File: config.mk
export PLATFORM = sky130hd
export DESIGN_NAME = moo_ccm_fmt
export DESIGN_NICKNAME = d
export VERILOG_FILES = /design/src/rtl/moo_ccm_fmt.sv
export SDC_FILE = /design/constraint.sdc
export NUM_CORES = 1
export LEC_CHECK = 0
export CORE_MARGIN = 3
export CORE_UTILIZATION = 35
export CTS_CLUSTER_DIAMETER = 40
export DETAILED_ROUTE_END_ITERATION = 10
export HOLD_SLACK_MARGIN = 0.02
export SLEW_MARGIN = 20
export SYNTH_ARGS = -nofsm -noshare
export SYNTH_HDL_FRONTEND = slang
export SYNTH_SLANG_ARGS = --single-unit
File: constraint.sdc
create_clock -name clk -period 4.2 [get_ports clk]
set_input_delay 0.84 -clock clk [delete_from_list [all_inputs] [get_ports clk]]
set_output_delay 0.84 -clock clk [all_outputs]
set_load 0.03 [all_outputs]
File: src/rtl/moo_ccm_fmt.sv
// CCM block formatter: emits B0, A0 and A1..An blocks to the feedback-data register over a valid/ready handshake.
// Optional length checking on start is enabled by defining MOO_CCM_LEN_CHK_EN.
module moo_ccm_fmt #(
    parameter int CNT_W = 64
) (
    input  logic         clk,
    input  logic         rst_n,
    input  logic         clr_core,
    input  logic         start,
    input  logic [2:0]   ccm_l,
    input  logic [2:0]   ccm_m,
    input  logic         ccm_adata,
    input  logic [119:0] ccm_nonce,
    input  logic [63:0]  msg_len,
    input  logic [31:0]  blk_cnt,
    input  logic         ccm_rdy,
    output logic [127:0] ccm_d,
    output logic         ccm_vld,
    output logic [1:0]   ccm_kind,
    output logic         ccm_busy,
    output logic         ccm_done,
    output logic         ccm_err
);
    localparam logic [2:0] ST_IDLE = 3'd0;
    localparam logic [2:0] ST_B0   = 3'd1;
    localparam logic [2:0] ST_A0   = 3'd2;
    localparam logic [2:0] ST_CTR  = 3'd3;
    localparam logic [2:0] ST_DONE = 3'd4;

    // Handshake: a block transfers on a rising clk edge where ccm_vld and
    // ccm_rdy are both high; ccm_d/ccm_kind hold while ccm_vld is high and
    // ccm_rdy is low, and ccm_rdy without ccm_vld has no effect.
    logic [2:0]       state;
    logic [CNT_W-1:0] cnt;
    logic [2:0]       l_q;
    logic [2:0]       m_q;
    logic             adata_q;
    logic [119:0]     nonce_q;
    logic [63:0]      len_q;
    logic [31:0]      n_q;

    logic hs;
    logic start_ok;
    logic bad_start;

    assign hs       = ccm_vld & ccm_rdy;
    assign start_ok = start & (state == ST_IDLE) & ~clr_core;

`ifdef MOO_CCM_LEN_CHK_EN
    logic [3:0] start_l;
    logic [6:0] start_sh;

    assign start_l   = {1'b0, ccm_l} + 4'd1;
    assign start_sh  = {start_l, 3'b000};
    // Shifting out the L-byte field leaves non-zero only when the value does not fit.
    assign bad_start = (ccm_l == 3'd0)
                     | ((blk_cnt >> start_sh) != 32'd0)
                     | ((msg_len >> start_sh) != 64'd0);

    always_ff @(posedge clk or negedge rst_n) begin
        if (!rst_n) begin
            ccm_err <= 1'b0;
        end else if (clr_core) begin
            ccm_err <= 1'b0;
        end else if (start_ok) begin
            ccm_err <= bad_start;
        end
    end
`else
    assign bad_start = 1'b0;
    assign ccm_err   = 1'b0;
`endif

    always_ff @(posedge clk or negedge rst_n) begin
        if (!rst_n) begin
            state   <= ST_IDLE;
            cnt     <= '0;
            l_q     <= '0;
            m_q     <= '0;
            adata_q <= 1'b0;
            nonce_q <= '0;
            len_q   <= '0;
            n_q     <= '0;
        end else if (clr_core) begin
            state <= ST_IDLE;
            cnt   <= '0;
        end else begin
            case (state)
                ST_IDLE: begin
                    if (start_ok && !bad_start) begin
                        l_q     <= ccm_l;
                        m_q     <= ccm_m;
                        adata_q <= ccm_adata;
                        nonce_q <= ccm_nonce;
                        len_q   <= msg_len;
                        n_q     <= blk_cnt;
                        cnt     <= '0;
                        state   <= ST_B0;
                    end
                end
                ST_B0: begin
                    if (hs) begin
                        cnt   <= '0;
                        state <= ST_A0;
                    end
                end
                ST_A0: begin
                    if (hs) begin
                        if (n_q == 32'd0) begin
                            state <= ST_DONE;
                        end else begin
                            cnt   <= CNT_W'(1);
                            state <= ST_CTR;
                        end
                    end
                end
                ST_CTR: begin
                    if (hs) begin
                        if (cnt == CNT_W'(n_q)) begin
                            state <= ST_DONE;
                        end else begin
                            cnt <= cnt + CNT_W'(1);
                        end
                    end
                end
                ST_DONE: begin
                    state <= ST_IDLE;
                end
                default: begin
                    state <= ST_IDLE;
                end
            endcase
        end
    end

    logic [7:0]   flags;
    logic [6:0]   field_bits;
    logic [127:0] field_mask;
    logic [127:0] field_val;
    logic [127:0] blk;

    assign flags      = (state == ST_B0) ? {1'b0, adata_q, m_q, l_q} : {5'b00000, l_q};
    assign field_bits = ({4'b0000, l_q} + 7'd1) << 3;
    assign field_mask = (128'd1 << field_bits) - 128'd1;
    assign field_val  = (state == ST_B0) ? {64'd0, len_q} : 128'(cnt);
    // The low L bytes carry the length or counter; anything above them in field_val is dropped.
    assign blk        = ({flags, nonce_q} & ~field_mask) | (field_val & field_mask);

    assign ccm_vld  = (state == ST_B0) | (state == ST_A0) | (state == ST_CTR);
    assign ccm_d    = ccm_vld ? blk : 128'd0;
    assign ccm_kind = (state == ST_CTR) ? 2'b10 : ((state == ST_A0) ? 2'b01 : 2'b00);
    assign ccm_busy = (state != ST_IDLE);
    assign ccm_done = (state == ST_DONE);

endmodule

==> results of run 1 <==
## through the flow
step | instance area [um2] | setup slack [ns] | cells | total power (uW)
after global placement | 18500 | 0.321 | 2121 | 11700
after detailed placement | 18500 | 0.255 | 2121 | 11800
after global routing | 20400 | 0.0673 | 2215 | 16900
final | 20400 | 0.255 | 2216 | 16100
after CTS | 20300 | 0.0763 | 2213 | 16300
after floorplan | 14400 | 0.321 | 1309 | 8890
## final cells by class
cell class / instances / share of cell area
antenna: 3 / 0.000369
clock buffer: 57 / 0.0647
clock inverter: 35 / 0.0228
inverter: 3 / 0.000553
multi-input combinational: 921 / 0.342
sequential: 282 / 0.347
tap: 525 / 0.0323
timing repair buffer: 390 / 0.190
## how the worst min path moves through the flow
stage,startpoint,end,slack (ns)
2_1_floorplan,nonce_q[119]$_DFFE_PN0P_,nonce_q[119]$_DFFE_PN0P_,0.47
3_3_place_gp,nonce_q[98]$_DFFE_PN0P_,nonce_q[98]$_DFFE_PN0P_,0.48
3_5_place_dp,nonce_q[68]$_DFFE_PN0P_,nonce_q[68]$_DFFE_PN0P_,0.49
4_1_cts,rst_n,nonce_q[27]$_DFFE_PN0P_,0.30
5_1_grt,rst_n,nonce_q[106]$_DFFE_PN0P_,0.32
6_report,rst_n,nonce_q[27]$_DFFE_PN0P_,0.29
## metal layers
metal	track usage	share of wire	vias up
met5	0	0.00028	-
met4	0.0771	0.030	2
met3	0.0503	0.061	79
met2	0.335	0.47	359
met1	0.276	0.44	5851
li1	-	-	5503
## kinds of logic after synthesis
family                   Yosys count  share of synthesized area
flip-flops                       282                      0.489
XOR/XNOR                          36                     0.0219
adder cells (fa/ha/maj)            2                    0.00173
buffers and inverters            106                     0.0317
AND/OR/NAND/NOR                  405                      0.159
other                              2                   0.000521
multiplexers                     273                      0.208
AO/OA/AOI/OAI                    202                     0.0879
## state kept, by name, summed over array words and instances (netlist names)
signal and count:
m_q 3, l_q 3, adata_q 1, n_q 32, nonce_q 112, cnt 64, state 3, len_q 64
## placed cells by master (no fill, tap or decap), drive strengths merged, types with 3 or more instances in the layout
cell type	netlist	routed
clkdlybuf4s50	0	286
dfrtp	282	282
mux2	217	217
buf	26	104
nor2	90	90
and2	72	72
o21ai	59	59
clkbuf	77	57
mux2i	56	56
a211oi	53	53
a21oi	50	50
or3	38	38
nand4	36	36
nand2	35	35
nand3	29	29
nor4	28	28
xor2	24	24
or4	24	24
and3	17	17
inv	3	16
xnor2	12	12
and4	10	10
o31ai	10	10
clkinv	0	10
a22oi	8	8
bufinv	0	8
nor3	6	6
clkinvlp	0	4
o21a	4	4
diode	0	3
o211ai	3	3
conb	2	3
or2	3	3
## where the power goes
group	total (uW)	switching, uW	internal [uW]
Sequential	4450	650	3800
Combinational	7330	3990	3340
Clock	4300	1520	2780
## critical path: cells and delay by family, from the launching register on
family / cells / cell delay, ns
buf+inv: 2 / 1.04
flops: 1 / 0.58
simple gates: 1 / 0.40
compound gates: 1 / 0.33
mux: 1 / 0.15
## what timing repair did
item                                    in CTS  in global routing
resized for setup                            2                  4
pin swaps                                    0                  0
endpoints found under the setup margin      20                 11
==> impl_metrics.csv, run 1 <==
group,metric,value,unit
run_status,status,"complete, no violations",
setup_path,crit_end,"ccm_d[18]",
drt,drc,0,
layout,area_growth,41.1,%
floorplan,die_h,209,um
synth,synth_ff_type,"dfrtp_1",
floorplan,pin_count,362,
sta,setup_violations,0,
drt,ant_nets,0,
layout,multi_input_area,6960,um2
synth,syn_area_per_cell,11.0,um2
setup_path,worstSetupPathType,"register to output pin",
setup_path,required,3.36,ns
setup_path,cp_slowest_cell,"clkdlybuf4s50_1",
clock_network,cts_buffers,49,
clock_network,clockBufferDepth,3,
floorplan,core_area,40200,um2
hold_path,hold_path_class,"input port to asynchronous set/reset pin",
layout,fin_nets,1877,
drt,avgRoutedWirePerCell,21.0,um
synth,yosys_warnings,0,
setup_path,r2r-start,"cnt[32]$_DFFE_PN0P_",
global_routing,grt_pass1_vias,12100,
synth,synth_cells,1308,
synth,synth-seq-cells,282,
power_and_ir_drop,cellLeakagePower,0.00834,uW
setup_path,worstSetupStartpoint,"state[2]$_DFFE_PN0P_",
clock_network,cts_sinks,282,
synth,synth_area_leaders,"dfrtp_1, mux2_2, mux2i_1, and2_1, a211oi_1",
clock_network,holdBufCountCts,0,
setup_path,ff2ff_path_depth,7,
setup_path,end_kind,"output pin",
setup_path,critical_path.max_stage_delay,0.74,ns
sta,hold_viol,0,
sta,finClkSkew,0.0195,ns
placement,dp_hpwl,33700,um
layout,n_fill_cell,3646,
floorplan,start_util,0.359,
layout,final_core_util,0.506,
sta,min_period_over_period,0.939,
global_routing,antenna_found_initial,4,
synth,synth.top_cells.by_count,"dfrtp_1, mux2_2, nor2_1",
clock_network,root_buffer,"clkbuf_16",
sta,max_slew_margin,0.393,
sta,maxSlewViolCount,0,
clock_network,cts.clk_slew.worst_paths,0.05,ns
sta,holdWs,0.294,ns
clock_network,clkLatencyLatePin,0.58,ns
global_routing,grt_remaining_overflow,0,
global_routing,grt_max_degree,94,
clock_network,htreeDepth,2,
synth,yosys.cell_count.top_type,"dfrtp_1",
setup_path,reg2reg_slack,0.92,ns
synth,synth-async-reset-ratio,1.00,
setup_path,r2r_end,"cnt[20]$_DFFE_PN0P_",
global_routing,grt.total_usage,0.209,
setup_path,path_cells,"nor3b_4 > buf_12 > mux2i_1 > a211oi_1 > clkdlybuf4s50_1",
setup_path,crit_arrival,3.10,ns
sta,fin_crit,3.94,ns
synth,synth_edf_count,0,
drt,routed_wl,46500,um
drt,drtPass1Iterations,5,
setup_path,worstSetupStartpointType,"register",
layout,regArea,7060,um2
layout,drive_gt1_frac,0.254,
clock_network,cts_tree,"done",
sta,grt_setup_unrepaired,"no",
power_and_ir_drop,vdd_drop_max,0.484,mV
sta,fmax,0.254,GHz
placement,port_buffers,351,
setup_path,crit_fanout,32,
run,maxCapViolCount,0,
global_routing,grt_pass1_wl,72300,um
synth,synthDistinctLibCells,62,
floorplan,die_area,43700,um2
floorplan,fp.dieW,209,um
synth,synth_top_area_frac,0.489,
clock_network,postCtsSetupBuffers,0,
drt,viasPerCell,5.32,
synth,yosysSeqAreaShare,0.489,
placement,gp_congestion,0.880,
sta,finalSetupTns,0,ns
sta,tightest_slew,0.910,ns
floorplan,rows,73,
synth,yosysTopAreaCell,"dfrtp_1",
synth,synthesis.area,14400,um2
drt,drt_iter0_markers,739,
power_and_ir_drop,powerDensity,790,nW/um2
drt,vias,11800,
No activity file was read; power rests on OpenSTA's default activity.
==> inputs of run 2 (changes only) <==
--- a/config.mk
+++ b/config.mk
@@ -6,10 +6,11 @@
 export NUM_CORES = 1
 export LEC_CHECK = 0
 export CORE_MARGIN = 3
-export CORE_UTILIZATION = 35
+export CORE_UTILIZATION = 40
 export CTS_CLUSTER_DIAMETER = 40
 export DETAILED_ROUTE_END_ITERATION = 10
 export HOLD_SLACK_MARGIN = 0.02
+export PLACE_DENSITY = 0.67
 export SLEW_MARGIN = 20
 export SYNTH_ARGS = -nofsm -noshare
 export SYNTH_HDL_FRONTEND = slang
==> impl_metrics.csv, run 2 (same netlist as run 1, synthesis figures left out) <==
group,metric,value,unit
global_routing,grt_max_degree,108,
setup_path,path_cells,"nor3b_2 > buf_12 > mux2i_1 > a211oi_1 > clkdlybuf4s50_1",
layout,final_core_util,0.567,
power_and_ir_drop,powerDensity,774,nW/um2
layout,largest_reg_flops,112,
sta,grt_setup_unrepaired,"no",
setup_path,required,3.36,ns
power_and_ir_drop,power,15400,uW
clock_network,htreeDepth,2,
placement,port_buffers,351,
layout,final_common_cell,"clkdlybuf4s50_1",
drt,ant_nets,0,
sta,setup_violations,0,
placement,dp_hpwl,32100,um
placement,gp_congestion,0.870,
floorplan,die_area,38400,um2
power_and_ir_drop,vdd_drop_max,0.615,mV
sta,min_period_over_period,0.957,
setup_path,worstSetupStartpointType,"register",
drt,drt_iter0_markers,705,
clock_network,postCtsSetupBuffers,0,
sta,fin_crit,4.02,ns
clock_network,cts_buffers,45,
setup_path,crit_fanout,58,
run_status,status,"complete, no violations",
setup_path,critical_path.max_stage_delay,0.73,ns
floorplan,die_h,196,um
setup_path,cp_slowest_cell,"clkdlybuf4s50_1",
floorplan,core_area,35100,um2
placement,placed_area,18300,um2
global_routing,grt_pass1_wl,69100,um
setup_path,reg2reg_slack,1.20,ns
layout,regMostFlops,"nonce_q",
layout,area_growth,37.7,%
layout,stdcell_area,19900,um2
clock_network,holdBufCountCts,0,
drt,viasPerCell,5.54,
floorplan,fp.dieW,196,um
setup_path,end_kind,"output pin",
floorplan,start_util,0.411,
placement,place_inst,2041,
clock_network,root_buffer,"clkbuf_16",
drt,vias,11800,
sta,tightest_slew,0.864,ns
clock_network,clkLatencyLatePin,0.54,ns
sta,max_slew_margin,0.424,
global_routing,grt_remaining_overflow,0,
global_routing,antenna_found_initial,2,
sta,fmax,0.249,GHz
setup_path,crit_arrival,3.18,ns
floorplan,pin_count,362,
layout,fin_nets,1863,
layout,reg.largest.list,"nonce_q (112), cnt (64), len_q (64)",
drt,drtPass1Iterations,5,
global_routing,grt_pass1_vias,11800,
drt,avgRoutedWirePerCell,21.0,um
clock_network,cts_tree,"done",
setup_path,worstSetupPathType,"register to output pin",
sta,maxSlewViolCount,0,
sta,finClkSkew,0.0217,ns
clock_network,cts_sinks,282,
run,maxCapViolCount,0,
sta,hold_viol,0,
layout,layoutNonFillerInstCount,2124,
drt,routed_wl,44700,um
drt,drc,0,
hold_path,hold_path_class,"input port to asynchronous set/reset pin",
layout,most-common-layout-cells,"clkdlybuf4s50_1, dfrtp_1, mux2_2, nor2_1, buf_4",
global_routing,grt.total_usage,0.227,
power_and_ir_drop,cellLeakagePower,0.00814,uW
layout,drive_gt1_frac,0.241,
setup_path,path_buf_inv,2,
clock_network,cts.clk_slew.worst_paths,0.06,ns
setup_path,critPathTopFamily,"buffers and inverters",
sta,finalSetupTns,0,ns
floorplan,rows,68,
clock_network,clockBufferDepth,3,
layout,n_fill_cell,2994,
## run 2: cell count changes in the layout (fill, tap and decap cells not counted), sizes merged
cell / change
buf: -11
inv: -8
clkbuf: +5
bufinv: -4
clkinv: -3
diode: -2
clkdlybuf4s50: +1
## run 2: final cells by class
type | instances | area, um2 | share of cell area
Antenna cell | 1 | 2.50 | 0.000126
Clock buffer | 62 | 1290 | 0.0649
Clock inverter | 20 | 231 | 0.0117
Inverter | 3 | 11.3 | 0.000567
Multi-Input combinational cell | 921 | 6950 | 0.350
Sequential cell | 282 | 7060 | 0.355
Tap cell | 455 | 569 | 0.0287
Timing Repair Buffer | 380 | 3750 | 0.189
## run 2: per-layer routing
metal	GRT usage	wire, um	up-vias
met5	0	11	-
met4	0.0708	1260	2
met3	0.0489	3050	77
met2	0.363	21000	401
met1	0.311	19400	5818
li1	-	-	5469
## run 2: worst paths after layout
check / end / cells past startpoint / from
max: ccm_d[17] / 5 / state[2]$_DFFE_PN0P_
min: nonce_q[105]$_DFFE_PN0P_ / 1 / rst_n
max reg2reg: cnt[0]$_DFFE_PN0P_ / 7 / cnt[32]$_DFFE_PN0P_
min reg2reg: nonce_q[75]$_DFFE_PN0P_ / 1 / nonce_q[75]$_DFFE_PN0P_
max in group asynchronous: nonce_q[55]$_DFFE_PN0P_ / 2 / rst_n
min in group clk: nonce_q[75]$_DFFE_PN0P_ / 1 / nonce_q[75]$_DFFE_PN0P_
## run 2: what timing repair did
item / in CTS / in global routing
endpoints found under the hold margin: 0 / 0
pin swaps: 0 / 0
setup endpoints to repair: 5 / 11
gates resized for setup: 1 / 3
## run 2: report_power, final
part | switching, uW | total, uW | internal [uW]
clock | 1330 | 3730 | 2400
combinational | 3940 | 7200 | 3260
sequential | 649 | 4450 | 3800
## run 2: per-stage QoR
stage | setup WS (ns) | hold slack (ns)
finish | 0.183 | 0.357
global route | 0.0482 | 0.432
CTS | 0.0000855 | 0.407
detailed placement | 0.550 | 0.484
global placement | 0.574 | 0.478
floorplan | 0.321 | 0.471
